<file path="config.mk">
export PLATFORM = sky130hd
export DESIGN_NAME = asff_seq
export DESIGN_NICKNAME = d
export VERILOG_FILES = /design/src/rtl/asff_seq.sv
export SDC_FILE = /design/constraint.sdc
export NUM_CORES = 1
export LEC_CHECK = 0
export CORE_MARGIN = 8
export CORE_UTILIZATION = 50
export DETAILED_ROUTE_END_ITERATION = 16
export GPL_ROUTABILITY_DRIVEN = 0
export PLACE_DENSITY = 0.85
export RECOVER_POWER = 25
export SLEW_MARGIN = 20
export SYNTH_ARGS = -nofsm -noshare
export SYNTH_HDL_FRONTEND = slang
export SYNTH_SLANG_ARGS = --single-unit
export TNS_END_PERCENT = 1
</file>
<file path="constraint.sdc">
create_clock -name clk -period 3.4 [get_ports clk]
set_input_delay 0.68 -clock clk [delete_from_list [all_inputs] [get_ports clk]]
set_output_delay 0.68 -clock clk [all_outputs]
set_load 0.05 [all_outputs]
</file>
<file path="src/rtl/asff_seq.sv">
// Command-driven sequencer for a 4-bit preset register: drives load/preset, waits, checks readback.
// Optional feature: define ASFF_SEQ_RETRY_EN to retry a mismatching check once (adds rsp_retried).
module asff_seq #(
    parameter int SETTLE_CYCLES = 1
) (
    input  logic       clk,
    input  logic       reset_n,
    input  logic       cmd_valid,
    output logic       cmd_ready,
    input  logic [1:0] cmd_op,
    input  logic [3:0] cmd_data,
    output logic       ff_reset,
    output logic       ff_set,
    output logic [3:0] ff_cs,
    input  logic [3:0] ff_ns,
    output logic       rsp_valid,
    input  logic       rsp_ready,
    output logic       rsp_ok,
    output logic [3:0] rsp_ns,
    output logic [7:0] err_cnt
`ifdef ASFF_SEQ_RETRY_EN
    ,
    output logic       rsp_retried
`endif
);

    localparam logic [2:0] S_IDLE  = 3'd0;
    localparam logic [2:0] S_DRIVE = 3'd1;
    localparam logic [2:0] S_WAIT  = 3'd2;
    localparam logic [2:0] S_CHECK = 3'd3;
    localparam logic [2:0] S_RESP  = 3'd4;

    localparam logic [1:0] OP_LOAD       = 2'b00;
    localparam logic [1:0] OP_PRESET_RST = 2'b01;
    localparam logic [1:0] OP_PRESET_SET = 2'b10;
    localparam logic [1:0] OP_HOLD       = 2'b11;

    localparam logic [3:0] RST_VALUE   = 4'b1101;
    localparam logic [3:0] SET_VALUE   = 4'b0110;
    localparam logic [3:0] SETTLE_LAST = 4'(SETTLE_CYCLES - 1);
    localparam logic [7:0] ERR_MAX     = 8'hFF;

    logic [2:0] state_q, state_d;
    logic [1:0] op_q, op_d;
    logic [3:0] exp_q, exp_d;
    logic [3:0] wait_q, wait_d;
    logic       rdy_q, rdy_d;
    logic       ok_q, ok_d;
    logic [3:0] ns_q, ns_d;
    logic [7:0] err_q, err_d;
`ifdef ASFF_SEQ_RETRY_EN
    logic       retried_q, retried_d;
`endif

    logic accept;
    logic mismatch;

    assign accept   = cmd_valid && rdy_q;
    assign mismatch = (ff_ns != exp_q);

    always_comb begin
        // NOTE: every variable gets its hold value first so no path infers a latch.
        state_d = state_q;
        op_d    = op_q;
        exp_d   = exp_q;
        wait_d  = wait_q;
        ok_d    = ok_q;
        ns_d    = ns_q;
        err_d   = err_q;
`ifdef ASFF_SEQ_RETRY_EN
        retried_d = retried_q;
`endif

        case (state_q)
            S_IDLE: begin
                if (accept) begin
                    state_d = S_DRIVE;
                    op_d    = cmd_op;
`ifdef ASFF_SEQ_RETRY_EN
                    retried_d = 1'b0;
`endif
                    case (cmd_op)
                        OP_LOAD:       exp_d = cmd_data;
                        OP_PRESET_RST: exp_d = RST_VALUE;
                        OP_PRESET_SET: exp_d = SET_VALUE;
                        OP_HOLD:       exp_d = exp_q;
                        default:       exp_d = exp_q;
                    endcase
                end
            end

            S_DRIVE: begin
                state_d = S_WAIT;
                wait_d  = 4'd0;
            end

            S_WAIT: begin
                if (wait_q == SETTLE_LAST) begin
                    state_d = S_CHECK;
                    wait_d  = 4'd0;
                end else begin
                    wait_d = wait_q + 4'd1;
                end
            end

            S_CHECK: begin
                ns_d = ff_ns;
                ok_d = !mismatch;
`ifdef ASFF_SEQ_RETRY_EN
                if (mismatch && !retried_q) begin
                    // First failure replays the same drive; only the second sample is final.
                    state_d   = S_DRIVE;
                    retried_d = 1'b1;
                end else begin
                    state_d = S_RESP;
                    if (mismatch && (err_q != ERR_MAX)) err_d = err_q + 8'd1;
                end
`else
                state_d = S_RESP;
                if (mismatch && (err_q != ERR_MAX)) err_d = err_q + 8'd1;
`endif
            end

            S_RESP: begin
                if (rsp_ready) state_d = S_IDLE;
            end

            default: state_d = S_IDLE;
        endcase
    end

    // Registered so it stays low throughout reset and rises on the first edge after release.
    assign rdy_d = (state_d == S_IDLE);

    always_ff @(posedge clk or negedge reset_n) begin
        if (!reset_n) begin
            state_q <= S_IDLE;
            op_q    <= OP_LOAD;
            exp_q   <= 4'b0000;
            wait_q  <= 4'd0;
            rdy_q   <= 1'b0;
            ok_q    <= 1'b0;
            ns_q    <= 4'b0000;
            err_q   <= 8'd0;
        end else begin
            // NOTE: non-blocking assignments so every flop samples pre-edge values.
            state_q <= state_d;
            op_q    <= op_d;
            exp_q   <= exp_d;
            wait_q  <= wait_d;
            rdy_q   <= rdy_d;
            ok_q    <= ok_d;
            ns_q    <= ns_d;
            err_q   <= err_d;
        end
    end

`ifdef ASFF_SEQ_RETRY_EN
    always_ff @(posedge clk or negedge reset_n) begin
        if (!reset_n) retried_q <= 1'b0;
        else          retried_q <= retried_d;
    end

    assign rsp_retried = retried_q;
`endif

    // Pulses exist only in DRIVE and decode a single op, so both can never be high together.
    assign ff_reset  = (state_q == S_DRIVE) && (op_q == OP_PRESET_RST);
    assign ff_set    = (state_q == S_DRIVE) && (op_q == OP_PRESET_SET);
    assign ff_cs     = exp_q;
    assign cmd_ready = rdy_q;
    assign rsp_valid = (state_q == S_RESP);
    assign rsp_ok    = ok_q;
    assign rsp_ns    = ns_q;
    assign err_cnt   = err_q;

endmodule

</file>
# Word-level counts from Yosys, hierarchy flattened
# Cells that the tools add are included.
# classes
n_addsub	2
multipliers	0
n_div	0
magnitude_cmp	0
n_eq_ne	11
n_shift	0
muxes	7
bitwise_logic	1
reduce_logical	13
# op_table
operator	count
$pmux W3 S5	1
$pmux W4 S3	1
$mux W3	3
$add A8 B1 Y8 const B	1
$ne A8 B8 Y1 const B	1
$pmux W4 S2	1
$eq A2 B2 Y1 const B	3
$eq A3 B2 Y1 const B	2
$logic_not A3 Y1	2
$add A4 B1 Y4 const B	1
$eq A2 B1 Y1 const B	2
$logic_and A1 B1 Y1	4
$logic_not A4 Y1	1
$mux W4	1
$ne A4 B4 Y1	1
$reduce_and A2 Y1	2
$eq A3 B1 Y1 const B	1
$eq A3 B3 Y1 const B	1
$reduce_and A3 Y1	1
$logic_not A2 Y1	1
$reduce_bool A2 Y1	1
$logic_not A1 Y1	1
$not A1 Y1	1
# totals
reg_bits	27
latch_bits	0
ram_bits	0
romBits	0
out_inout_bits	21
memories	0

# Longest topological paths before layout
# Gate-level depths: netlist of run 1.
# depth
ltp_word	4
depth_mapped	6

# Worst setup path before layout of run 1
# Ideal clock, no wire load.
# synth_timing
path_kind	reg-to-output
startpoint	register state_q[2]
endpoint	output ff_reset
arrival_ns	1.844
required_ns	2.720
slack_ns	0.876
stages_incl_launch_ff	4
path_buffers	0
cell_sequence	dfrtp_1 and2b_1 nand2b_1 nor3b_1
# synth_between
elab_chain_len	2
# synth_rtl
item	line	rtl
start, declared	43	logic [2:0] state_q, state_d;
start signal, assigned	147	state_q <= state_d;
$eq A3 B1 Y1	168	assign ff_reset = (state_q == S_DRIVE) && (op_q == OP_PRESET_RST);
$logic_and A1 B1 Y1	168	
end, declared	12	output logic ff_reset,
# Every way passes these cells.

# Worst setup path after layout of run 1
# Same ends and word-level chain as after synthesis.

==> impl_summary.log, run 1 <==
INFO  metric synth-main-ff-cell = sky130_fd_sc_hd__dfrtp_1
INFO  metric signal_arrival_time_at_the_worst_endpoint = 2.13 ns
INFO  metric numCtsBuffers = 3
INFO  metric max_cap_viol_count = 0
INFO  metric grtUsageTotal = 12.8%
INFO  metric ff_latch_area = 676 sq um
INFO  metric synth_top_cell_area_share = 50.4%
INFO  metric post_synth_main_area_contributors = sky130_fd_sc_hd__dfrtp_1 50%, sky130_fd_sc_hd__xor2_1 7.8%, sky130_fd_sc_hd__mux2_2 5.9%, sky130_fd_sc_hd__ha_1 5.6%, sky130_fd_sc_hd__o21ai_0 3.0%
INFO  metric fp-row-count = 18
INFO  metric max-vdd-ir-drop = 0.709 mV
INFO  metric clock.fmax = 356 MHz
INFO  metric timing.critical_path.required = 2.72 ns
INFO  metric finalNetCount = 175
INFO  metric post_cts_hold_buffer_count = 0
INFO  metric outcome = complete, no violations
INFO  metric post_synth.cell_area_avg = 11.5 sq um
INFO  metric synth.net_count = 137
INFO  metric chipWidth = 67.8 microns
INFO  metric fillers = 172
INFO  metric core_footprint = 2500 sq um
INFO  metric clock_skew = 0.00221 ns
INFO  metric grt.overflow.total = 0
INFO  metric synth_edf_count = 0
INFO  metric synth_seq_cells = 27
INFO  metric power.density = 951 nW/um^2
INFO  metric pin_count = 35
INFO  metric multi_input_area = 632 sq um
INFO  metric end_kind = primary output
INFO  metric clk_pin_slew_worst_paths = 0.14 ns
INFO  metric post_drt_wl_per_cell = 15.0 microns
INFO  metric dpl.hpwl = 2.20 mm
INFO  metric unrepaired_setup_endpoints_after_global_routing = no
INFO  metric vias_in_the_first_global_route = 1035
INFO  metric antenna_found_initial = 0
INFO  metric initial_utilization = 53.7%
INFO  metric timing_worst_setup_path_type = reg -> out
INFO  metric cts_tree = built
INFO  metric timing.critical_path.from_type = flip-flop
INFO  metric worst_skew_pair.late_latency = 0.32 ns
INFO  metric ys_warn_count = 0
INFO  metric antenna_left = 0
INFO  metric route.detailed.vias_per_inst = 5.33
INFO  metric mapped_cells = 117
INFO  metric synthDistinctLibCells = 34
INFO  metric htree_levels = 1
INFO  metric global_route_wire_length_before_repair = 4.57 mm
INFO  metric post_synth_instance_area = 1340 sq um
INFO  metric fin_crit = 2.81 ns
INFO  metric postLayoutCellArea = 1740 sq um
INFO  metric slew-limit-headroom = 4.08%
INFO  metric drcViolationCount = 0
INFO  metric post-synth-top-area-cell = sky130_fd_sc_hd__dfrtp_1
INFO  metric timing.hold.worst.class = reg -> reg
INFO  metric drt_wl_total = 2.76 mm
INFO  metric initialDrtViolationCount = 27
INFO  metric port_buffers = 34
INFO  metric die_h = 67.8 microns
INFO  metric tightestPinTransition = 1.44 ns
INFO  metric report.final.hold_viol_count = 0
INFO  metric timing_max_transition_violations_final = 0
INFO  metric clockBufferDepth = 2
INFO  metric ys_seq_area_share = 50.4%
INFO  metric grt_start_max_net_pins = 28
INFO  metric timing.final.setup_violations = 0
INFO  metric timing.setup.tns = 0 ns
INFO  metric clock_tree.root_cell = sky130_fd_sc_hd__clkbuf_4
INFO  metric path_max_fanout = 7
INFO  metric area_growth_syn_to_layout = 29.7%
INFO  metric cts_resized = 0
INFO  metric asr_flop_ratio_synth = 100%
INFO  metric synthTopCellsByCount = 27 x sky130_fd_sc_hd__dfrtp_1, 12 x sky130_fd_sc_hd__xor2_1, 10 x sky130_fd_sc_hd__nand2_1
INFO  metric clock_sinks = 27
INFO  metric final_min_period_over_clock_period = 82.7%
INFO  metric placed_cell_area = 1720 sq um
INFO  metric die-area = 4600 sq um
INFO  metric firstDrtPassIters = 4
INFO  metric drive_above_1_share = 11.7%
INFO  metric antenna_cells_inserted = 0
INFO  metric num_vias = 981
INFO  metric synth.most_common_cell = sky130_fd_sc_hd__dfrtp_1
INFO  metric post_cts_setup_buffer_count = 0
INFO  metric power.leakage = 0.760 nW
[cell type report]
class	instances	area share [%]
flip-flops and latches	27	38.8
multi-input cells	82	36.3
repair buffers	35	19.8
well taps	30	2.16
clock buffers	3	1.29
inverters	6	1.29
clock inverters	1	0.288
[per-stage QoR]
| step | instances | hold slack, ns | util, % | worst slack (ns) | power, W |
|---|---|---|---|---|---|
| after floorplan | 117 | 0.384 | - | 0.876 | 0.00122 |
| after global placement | 180 | 0.486 | 68.6 | 0.992 | 0.00150 |
| after detailed placement | 180 | 0.496 | 68.6 | 0.975 | 0.00154 |
| after CTS | 184 | 0.517 | 69.7 | 0.563 | 0.00168 |
| after global routing | 184 | 0.532 | 69.6 | 0.393 | 0.00175 |
| final | 184 | 0.517 | 69.6 | 0.590 | 0.00165 |
[layout by cell type, fill, tap and decap left out, types with 2 or more instances in the layout]
cell | Yosys | layout
sky130_fd_sc_hd__nor2b_1 | 2 | 2
sky130_fd_sc_hd__clkbuf_4 | 0 | 3
sky130_fd_sc_hd__ha_1 | 6 | 6
sky130_fd_sc_hd__xor2_1 | 12 | 12
sky130_fd_sc_hd__mux2_2 | 7 | 7
sky130_fd_sc_hd__nor3_1 | 3 | 3
sky130_fd_sc_hd__nand3_1 | 3 | 3
sky130_fd_sc_hd__nor3b_1 | 5 | 5
sky130_fd_sc_hd__clkdlybuf4s50_1 | 0 | 33
sky130_fd_sc_hd__a21oi_1 | 2 | 2
sky130_fd_sc_hd__dfrtp_1 | 27 | 27
sky130_fd_sc_hd__nand2b_1 | 2 | 2
sky130_fd_sc_hd__nor2_1 | 3 | 3
sky130_fd_sc_hd__inv_1 | 6 | 6
sky130_fd_sc_hd__nor4_1 | 2 | 2
sky130_fd_sc_hd__o21ai_0 | 8 | 8
sky130_fd_sc_hd__nand2_1 | 10 | 10
[flip-flops by register name, indices dropped and copies added (netlist names)]
signal and cells:
cmd_ready 1, rsp_ns 4, rsp_ok 1, err_cnt 8, op_q 2, state_q 3, wait_q 4, ff_cs 4
[power breakdown]
| part | switching (W) | leakage [nW] | internal [W] | total [W] |
|---|---|---|---|---|
| clock network | 0.0000940 | 0.0177 | 0.0000441 | 0.000138 |
| logic | 0.000596 | 0.414 | 0.000350 | 0.000946 |
| registers | 0.000124 | 0.328 | 0.000446 | 0.000570 |
[kinds of logic after synthesis]
logic type	synth area share (%)
compound gates	7.56
xor+xnor	8.49
fa+ha+maj	5.60
buf+inv	2.52
flops	50.4
mux	7.74
simple gates	17.7
[path summary, 6_finish.rpt]
path / from / cells after the start / to / slack [ns]
setup reg to reg: state_q[2] / 4 / err_cnt[1] / 1.72
min in group asynchronous: reset_n / 2 / err_cnt[4] / 1.20
hold reg to reg: err_cnt[6] / 1 / err_cnt[6] / 0.52
setup / recovery: state_q[2] / 4 / ff_reset / 0.59
hold / removal: err_cnt[6] / 1 / err_cnt[6] / 0.52
max in group asynchronous: reset_n / 2 / err_cnt[0] / 1.36
[metal layers]
metal	wire, microns	up-vias	GRT usage [%]	share of wire (%)
met4	31	0	6.14	1.1
met3	176	4	3.31	6.4
li1	-	480	-	-
met5	0	-	0	0
met2	1410	23	23.1	51
met1	1140	474	13.7	41
[critical path, cell delays in order (launching register included)]
cell	delay [ns]
sky130_fd_sc_hd__dfrtp_1	0.45
sky130_fd_sc_hd__and2b_1	0.23
sky130_fd_sc_hd__nand2b_1	0.08
sky130_fd_sc_hd__nor3b_1	0.21
sky130_fd_sc_hd__clkdlybuf4s50_1	0.84
Note: power is estimated with default switching activity, not from simulation.
==> run 2: changes to the inputs <==
--- a/config.mk
+++ b/config.mk
@@ -6,10 +6,10 @@
 export NUM_CORES = 1
 export LEC_CHECK = 0
 export CORE_MARGIN = 8
-export CORE_UTILIZATION = 50
+export CORE_UTILIZATION = 48
 export DETAILED_ROUTE_END_ITERATION = 16
 export GPL_ROUTABILITY_DRIVEN = 0
-export PLACE_DENSITY = 0.85
+export PLACE_DENSITY = 0.82
 export RECOVER_POWER = 25
 export SLEW_MARGIN = 20
 export SYNTH_ARGS = -nofsm -noshare
==> constraint.sdc (replaced) <==
create_clock -name clk -period 2.7 [get_ports clk]
set_input_delay 0.54 -clock clk [delete_from_list [all_inputs] [get_ports clk]]
set_output_delay 0.54 -clock clk [all_outputs]
set_load 0.05 [all_outputs]
==> impl_summary.log, run 2 (same netlist as run 1, synthesis figures left out) <==
INFO  metric core_footprint = 2710 sq um (+8.4%)
INFO  metric clock_skew = 0.0116 ns (+0.00941 ns)
INFO  metric post_cts_setup_buffer_count = 0 (unchanged)
INFO  metric timing.hold.worst.class = reg -> reg
INFO  metric pin_count = 35 (unchanged)
INFO  metric final_util = 64.2% (-5.3 points)
INFO  metric htree_levels = 1 (unchanged)
INFO  metric outcome = complete, no violations
INFO  metric fin_crit = 2.48 ns
INFO  metric fp-row-count = 19 (+1)
INFO  metric global_route_wire_length_before_repair = 4.75 mm (+4.1%)
INFO  metric worst-r2r-cell-count = 4 (unchanged)
INFO  metric most-common-layout-cells = 31 x sky130_fd_sc_hd__clkdlybuf4s50_1, 27 x sky130_fd_sc_hd__dfrtp_1, 12 x sky130_fd_sc_hd__xor2_1
INFO  metric max-vdd-ir-drop = 0.837 mV (+18%)
INFO  metric wl_met3 = 154 microns (-13%)
INFO  metric timing_max_transition_violations_final = 0 (unchanged)
INFO  metric final_common_cell = sky130_fd_sc_hd__clkdlybuf4s50_1
INFO  metric post_cts_hold_buffer_count = 0 (unchanged)
INFO  metric clock_tree.root_cell = sky130_fd_sc_hd__clkbuf_4
INFO  metric power.leakage = 0.766 nW (+0.72%)
INFO  metric num_vias = 964 (-1.7%)
INFO  metric cts_tree = built
INFO  metric final.setup.worst_slack = 0.220 ns (-0.370 ns)
INFO  metric timing.critical_path.cells = nor2_1 > nand2_1 > inv_1 > clkdlybuf4s50_1
INFO  metric clockBufferDepth = 2 (unchanged)
INFO  metric share_seq_of_total_power = 34.8% (+0.3 points)
INFO  metric post_drt_wl_per_cell = 15.1 microns (+0.47%)
INFO  metric timing.critical_path.from_type = flip-flop
INFO  metric die_h = 68.9 microns (+1.6%)
INFO  metric grtUsageTotal = 13.0% (+0.16 points)
INFO  metric power_switching = 0.00103 W (+27%)
INFO  metric firstDrtPassIters = 4 (unchanged)
INFO  metric clock.fmax = 403 MHz
INFO  metric met1_length = 1.19 mm (+3.8%)
INFO  metric tightestPinTransition = 1.42 ns (-0.0176 ns)
INFO  metric port_buffers = 34 (unchanged)
INFO  metric grt.overflow.total = 0 (unchanged)
INFO  metric antenna_found_initial = 0 (unchanged)
INFO  metric drcViolationCount = 0 (unchanged)
INFO  metric antenna_cells_inserted = 0 (unchanged)
INFO  metric initial_utilization = 49.5% (-4.2 points)
INFO  metric clk_pin_slew_worst_paths = 0.16 ns (+0.02 ns)
INFO  metric route.detailed.vias_per_inst = 5.21 (-2.3%)
INFO  metric clockPowerShare = 8.5% (+0.2 points)
INFO  metric netSwitchingFraction = 49.4% (+0.21 points)
INFO  metric largest_reg_flops = 8 (unchanged)
INFO  metric vias_in_the_first_global_route = 1087 (+5.0%)
INFO  metric end_kind = primary output
INFO  metric worst_skew_pair.late_latency = 0.32 ns (about the same)
INFO  metric p_int = 0.00106 W (+26%)
INFO  metric max_cap_viol_count = 0 (unchanged)
INFO  metric fin_total_pwr = 0.00209 W (+26%)
INFO  metric area_growth_syn_to_layout = 29.8% (about the same)
INFO  metric final_min_period_over_clock_period = 91.9%
INFO  metric path_max_fanout = 6 (-1)
INFO  metric clock_sinks = 27 (unchanged)
INFO  metric timing.critical_path.required = 2.16 ns (-0.56 ns)
INFO  metric chipWidth = 68.9 microns (+1.6%)
INFO  metric fillers = 249 (+45%)
INFO  metric dpl.hpwl = 2.28 mm (+3.5%)
INFO  metric timing.setup.tns = 0 ns (unchanged)
INFO  metric slew-limit-headroom = 5.26% (+1.2 points)
INFO  metric report.final.hold_viol_count = 0 (unchanged)
INFO  metric cpMaxStageDelayCell = sky130_fd_sc_hd__clkdlybuf4s50_1
INFO  metric cpPeakStageDelay = 0.80 ns (-0.04 ns)
INFO  metric top_signal_layer_used = met4
INFO  metric timing_worst_setup_path_type = reg -> out
INFO  metric drt_wl_total = 2.79 mm (+1.0%)
INFO  metric antenna_left = 0 (unchanged)
INFO  metric worst_hold_path.num_cells = 1 (unchanged)
INFO  metric signal_arrival_time_at_the_worst_endpoint = 1.94 ns (-0.19 ns)
INFO  metric grt_start_max_net_pins = 28 (unchanged)
INFO  metric place_worst_setup_slack = 0.368 ns (-0.607 ns)
INFO  metric power.density = 1200 nW/um^2 (+26%)
INFO  metric finalNetCount = 175 (unchanged)
INFO  metric timing.final.setup_violations = 0 (unchanged)
INFO  metric drive_above_1_share = 11.7% (unchanged)
INFO  metric numCtsBuffers = 3 (unchanged)
INFO  metric cts_resized = 2 (+2)
INFO  metric share_comb_of_total_power = 56.7% (-0.5 points)
INFO  metric die-area = 4740 sq um (+3.2%)
INFO  metric initialDrtViolationCount = 25 (-7.4%)
INFO  metric met2_length = 1.44 mm (+1.6%)
INFO  metric unrepaired_setup_endpoints_after_global_routing = no
==> run 2: worst max-delay path: cells and delay by family (launching register included) <==
kind | cells | cell delay [ns]
and+or+nand+nor | 2 | 0.27
buffers and inverters | 2 | 0.87
DFF | 1 | 0.48
==> run 2: per-stage QoR <==
step | cell area [sq um] | hold WS [ns] | std cells
after floorplan | 1340 | 0.244 | 117
after global placement | 1720 | 0.488 | 181
after detailed placement | 1720 | 0.492 | 181
after CTS | 1740 | 0.516 | 185
after global routing | 1740 | 0.544 | 185
final | 1740 | 0.514 | 185
==> run 2: final timing paths <==
| check | from | to | slack (ns) |
|---|---|---|---|
| worst min register to register | err_cnt[6] | err_cnt[6] | 0.51 |
| min in group asynchronous | reset_n | err_cnt[0] | 1.05 |
| max in group asynchronous | reset_n | rsp_ns[1] | 0.82 |
| worst max-delay path | state_q[0] | rsp_valid | 0.22 |
| worst min-delay path | err_cnt[6] | err_cnt[6] | 0.51 |
| worst max register to register | state_q[2] | err_cnt[6] | 1.03 |
==> run 2: power groups by stage <==
stage | Clock (W) | Combinational (W) | Sequential (W)
final | 0.000178 | 0.00118 | 0.000727
after global routing | 0.000203 | 0.00125 | 0.000751
after floorplan | 0 | 0.000426 | 0.00111
after CTS | 0.000186 | 0.00120 | 0.000727
after global placement | 0 | 0.00118 | 0.000715
after detailed placement | 0 | 0.00120 | 0.000739
==> run 2: layout make-up <==
type                            count  area (sq um)  area share, %
Inverter                            6          22.5           1.29
Multi-Input combinational cell     82           632           36.3
Clock buffer                        3          22.5           1.29
Timing Repair Buffer               35           342           19.6
Sequential cell                    27           676           38.8
Tap cell                           31          38.8           2.23
Clock inverter                      1          7.51          0.431
==> run 2: per-layer routing <==
metal	GRT usage, %	up-vias
met5	0	-
met2	23.9	18
met4	4.51	0
li1	-	481
met3	2.91	2
met1	14.2	463
==> run 3: changes to the inputs <==
--- a/config.mk
+++ b/config.mk
@@ -15,4 +15,4 @@
 export SYNTH_ARGS = -nofsm -noshare
 export SYNTH_HDL_FRONTEND = slang
 export SYNTH_SLANG_ARGS = --single-unit
-export TNS_END_PERCENT = 1
+export TNS_END_PERCENT = 30
==> constraint.sdc (replaced) <==
create_clock -name clk -period 2.6 [get_ports clk]
set_input_delay 0.52 -clock clk [delete_from_list [all_inputs] [get_ports clk]]
set_output_delay 0.52 -clock clk [all_outputs]
set_load 0.05 [all_outputs]
==> impl_summary.log, run 3 (same netlist as run 1, synthesis figures left out) <==
INFO  metric outcome = complete, no violations
INFO  metric vias_in_the_first_global_route = 1015 (-6.6%)
INFO  metric tightestPinTransition = 1.39 ns (-0.0294 ns)
INFO  metric die-area = 4740 sq um (unchanged)
INFO  metric clock_tree.root_cell = sky130_fd_sc_hd__clkbuf_4
INFO  metric num_vias = 951 (-1.3%)
INFO  metric initialDrtViolationCount = 35 (+40%)
INFO  metric numCtsBuffers = 3 (unchanged)
INFO  metric drt_wl_total = 2.67 mm (-4.4%)
INFO  metric global_route_wire_length_before_repair = 4.47 mm (-6.0%)
INFO  metric firstDrtPassIters = 4 (unchanged)
INFO  metric cts_tree = built
INFO  metric most-common-layout-cells = 31 x sky130_fd_sc_hd__clkdlybuf4s50_1, 27 x sky130_fd_sc_hd__dfrtp_1, 12 x sky130_fd_sc_hd__xor2_1
INFO  metric worst_skew_pair.late_latency = 0.32 ns (about the same)
INFO  metric ff_latch_area = 676 sq um (unchanged)
INFO  metric clock_skew = 0.00814 ns (-0.00348 ns)
INFO  metric post_cts_setup_buffer_count = 0 (unchanged)
INFO  metric pin_count = 35 (unchanged)
INFO  metric grt.overflow.total = 0 (unchanged)
INFO  metric final_common_cell = sky130_fd_sc_hd__clkdlybuf4s50_1
INFO  metric end_kind = primary output
INFO  metric grt_start_max_net_pins = 28 (unchanged)
INFO  metric power.density = 1240 nW/um^2 (+3.5%)
INFO  metric chipWidth = 68.9 microns (unchanged)
INFO  metric timing.hold.worst.class = reg -> reg
INFO  metric timing.final.setup_violations = 0 (unchanged)
INFO  metric signal_arrival_time_at_the_worst_endpoint = 1.93 ns (about the same)
INFO  metric max-vdd-ir-drop = 0.808 mV (-3.5%)
INFO  metric clock.fmax = 407 MHz
INFO  metric cts_resized = 0 (-2)
INFO  metric fin_crit = 2.45 ns
INFO  metric largest_reg_flops = 8 (unchanged)
INFO  metric path_max_fanout = 7 (+1)
INFO  metric timing_max_transition_violations_final = 0 (unchanged)
INFO  metric htree_levels = 1 (unchanged)
INFO  metric timing_worst_setup_path_type = reg -> out
INFO  metric final_min_period_over_clock_period = 94.4%
INFO  metric slew-limit-headroom = 7.21% (+2.0 points)
INFO  metric multi_input_area = 632 sq um (unchanged)
INFO  metric post_drt_wl_per_cell = 14.4 microns (-4.4%)
INFO  metric unrepaired_setup_endpoints_after_global_routing = no
INFO  metric initial_utilization = 49.5% (unchanged)
INFO  metric drive_above_1_share = 13.0% (+1.3 points)
INFO  metric fillers = 238 (-4.4%)
INFO  metric timing.setup.tns = 0 ns (unchanged)
INFO  metric timing.critical_path.from_type = flip-flop
INFO  metric area_growth_syn_to_layout = 29.4%
INFO  metric die_h = 68.9 microns (unchanged)
INFO  metric clock_sinks = 27 (unchanged)
INFO  metric route.detailed.vias_per_inst = 5.14 (-1.3%)
INFO  metric grtUsageTotal = 12.0% (-0.96 points)
INFO  metric clockBufferDepth = 2 (unchanged)
INFO  metric finalNetCount = 175 (unchanged)
INFO  metric drcViolationCount = 0 (unchanged)
INFO  metric post_cts_hold_buffer_count = 0 (unchanged)
INFO  metric port_buffers = 34 (unchanged)
INFO  metric core_footprint = 2710 sq um (unchanged)
INFO  metric dpl.hpwl = 2.19 mm (-4.2%)
INFO  metric antenna_cells_inserted = 0 (unchanged)
INFO  metric hold_slack = 0.506 ns (-0.00775 ns)
INFO  metric report.final.hold_viol_count = 0 (unchanged)
INFO  metric power.leakage = 0.764 nW (-0.20%)
INFO  metric antenna_found_initial = 0 (unchanged)
INFO  metric max_cap_viol_count = 0 (unchanged)
INFO  metric antenna_left = 0 (unchanged)
INFO  metric timing.critical_path.required = 2.08 ns (-0.08 ns)
INFO  metric fp-row-count = 19 (unchanged)
INFO  metric clk_pin_slew_worst_paths = 0.14 ns (-0.02 ns)
-- run 3: power breakdown --
part / leakage, nW / internal, W / switching [W]
combinational: 0.418 / 0.000456 / 0.000769
sequential: 0.328 / 0.000584 / 0.000169
clock: 0.0177 / 0.0000576 / 0.000119
total: 0.764 / 0.00110 / 0.00106
-- run 3: worst paths after layout --
check | start | endpoint | slack [ns] | cells after the start
worst max-delay path | state_q[1] | rsp_valid | 0.15 | 4
worst min-delay path | err_cnt[6] | err_cnt[6] | 0.51 | 1
max in group asynchronous | reset_n | cmd_ready | 0.77 | 2
worst min register to register | err_cnt[6] | err_cnt[6] | 0.51 | 1
worst max register to register | ff_cs[1] | err_cnt[1] | 0.92 | 4
min in group asynchronous | reset_n | rsp_ns[3] | 1.02 | 2
-- run 3: layer usage --
metal	vias to the layer above	track usage [%]	part of all wire [%]
met4	0	2.01	0.34
met3	2	4.20	6.1
met5	-	0	0
met1	445	14.1	44
li1	481	-	-
met2	23	20.9	50
-- run 3: stage by stage --
stage / cells / setup WS, ns / util, % / cell area, sq um / power (W)
2_1_floorplan: 117 / 0.236 / - / 1340 / 0.00160
3_3_place_gp: 181 / 0.453 / 63.2 / 1710 / 0.00197
3_5_place_dp: 181 / 0.380 / 63.2 / 1710 / 0.00200
4_1_cts: 185 / 0.124 / 64.2 / 1740 / 0.00218
5_1_grt: 185 / 0.0306 / 64.0 / 1740 / 0.00229
6_report: 185 / 0.146 / 64.0 / 1740 / 0.00215
-- run 3: layout make-up --
type                    count  area share [%]
flip-flops and latches     27            38.9
multi-input cells          82            36.4
repair buffers             35            19.5
well taps                  31            2.24
clock buffers               3            1.30
inverters                   6            1.30
clock inverters             1           0.288
-- run 3: critical path, cell delays in order, from the launching register on --
cell	delay (ns)
sky130_fd_sc_hd__dfrtp_1	0.49
sky130_fd_sc_hd__nor2_1	0.16
sky130_fd_sc_hd__nand2_1	0.09
sky130_fd_sc_hd__inv_1	0.07
sky130_fd_sc_hd__clkdlybuf4s50_1	0.81
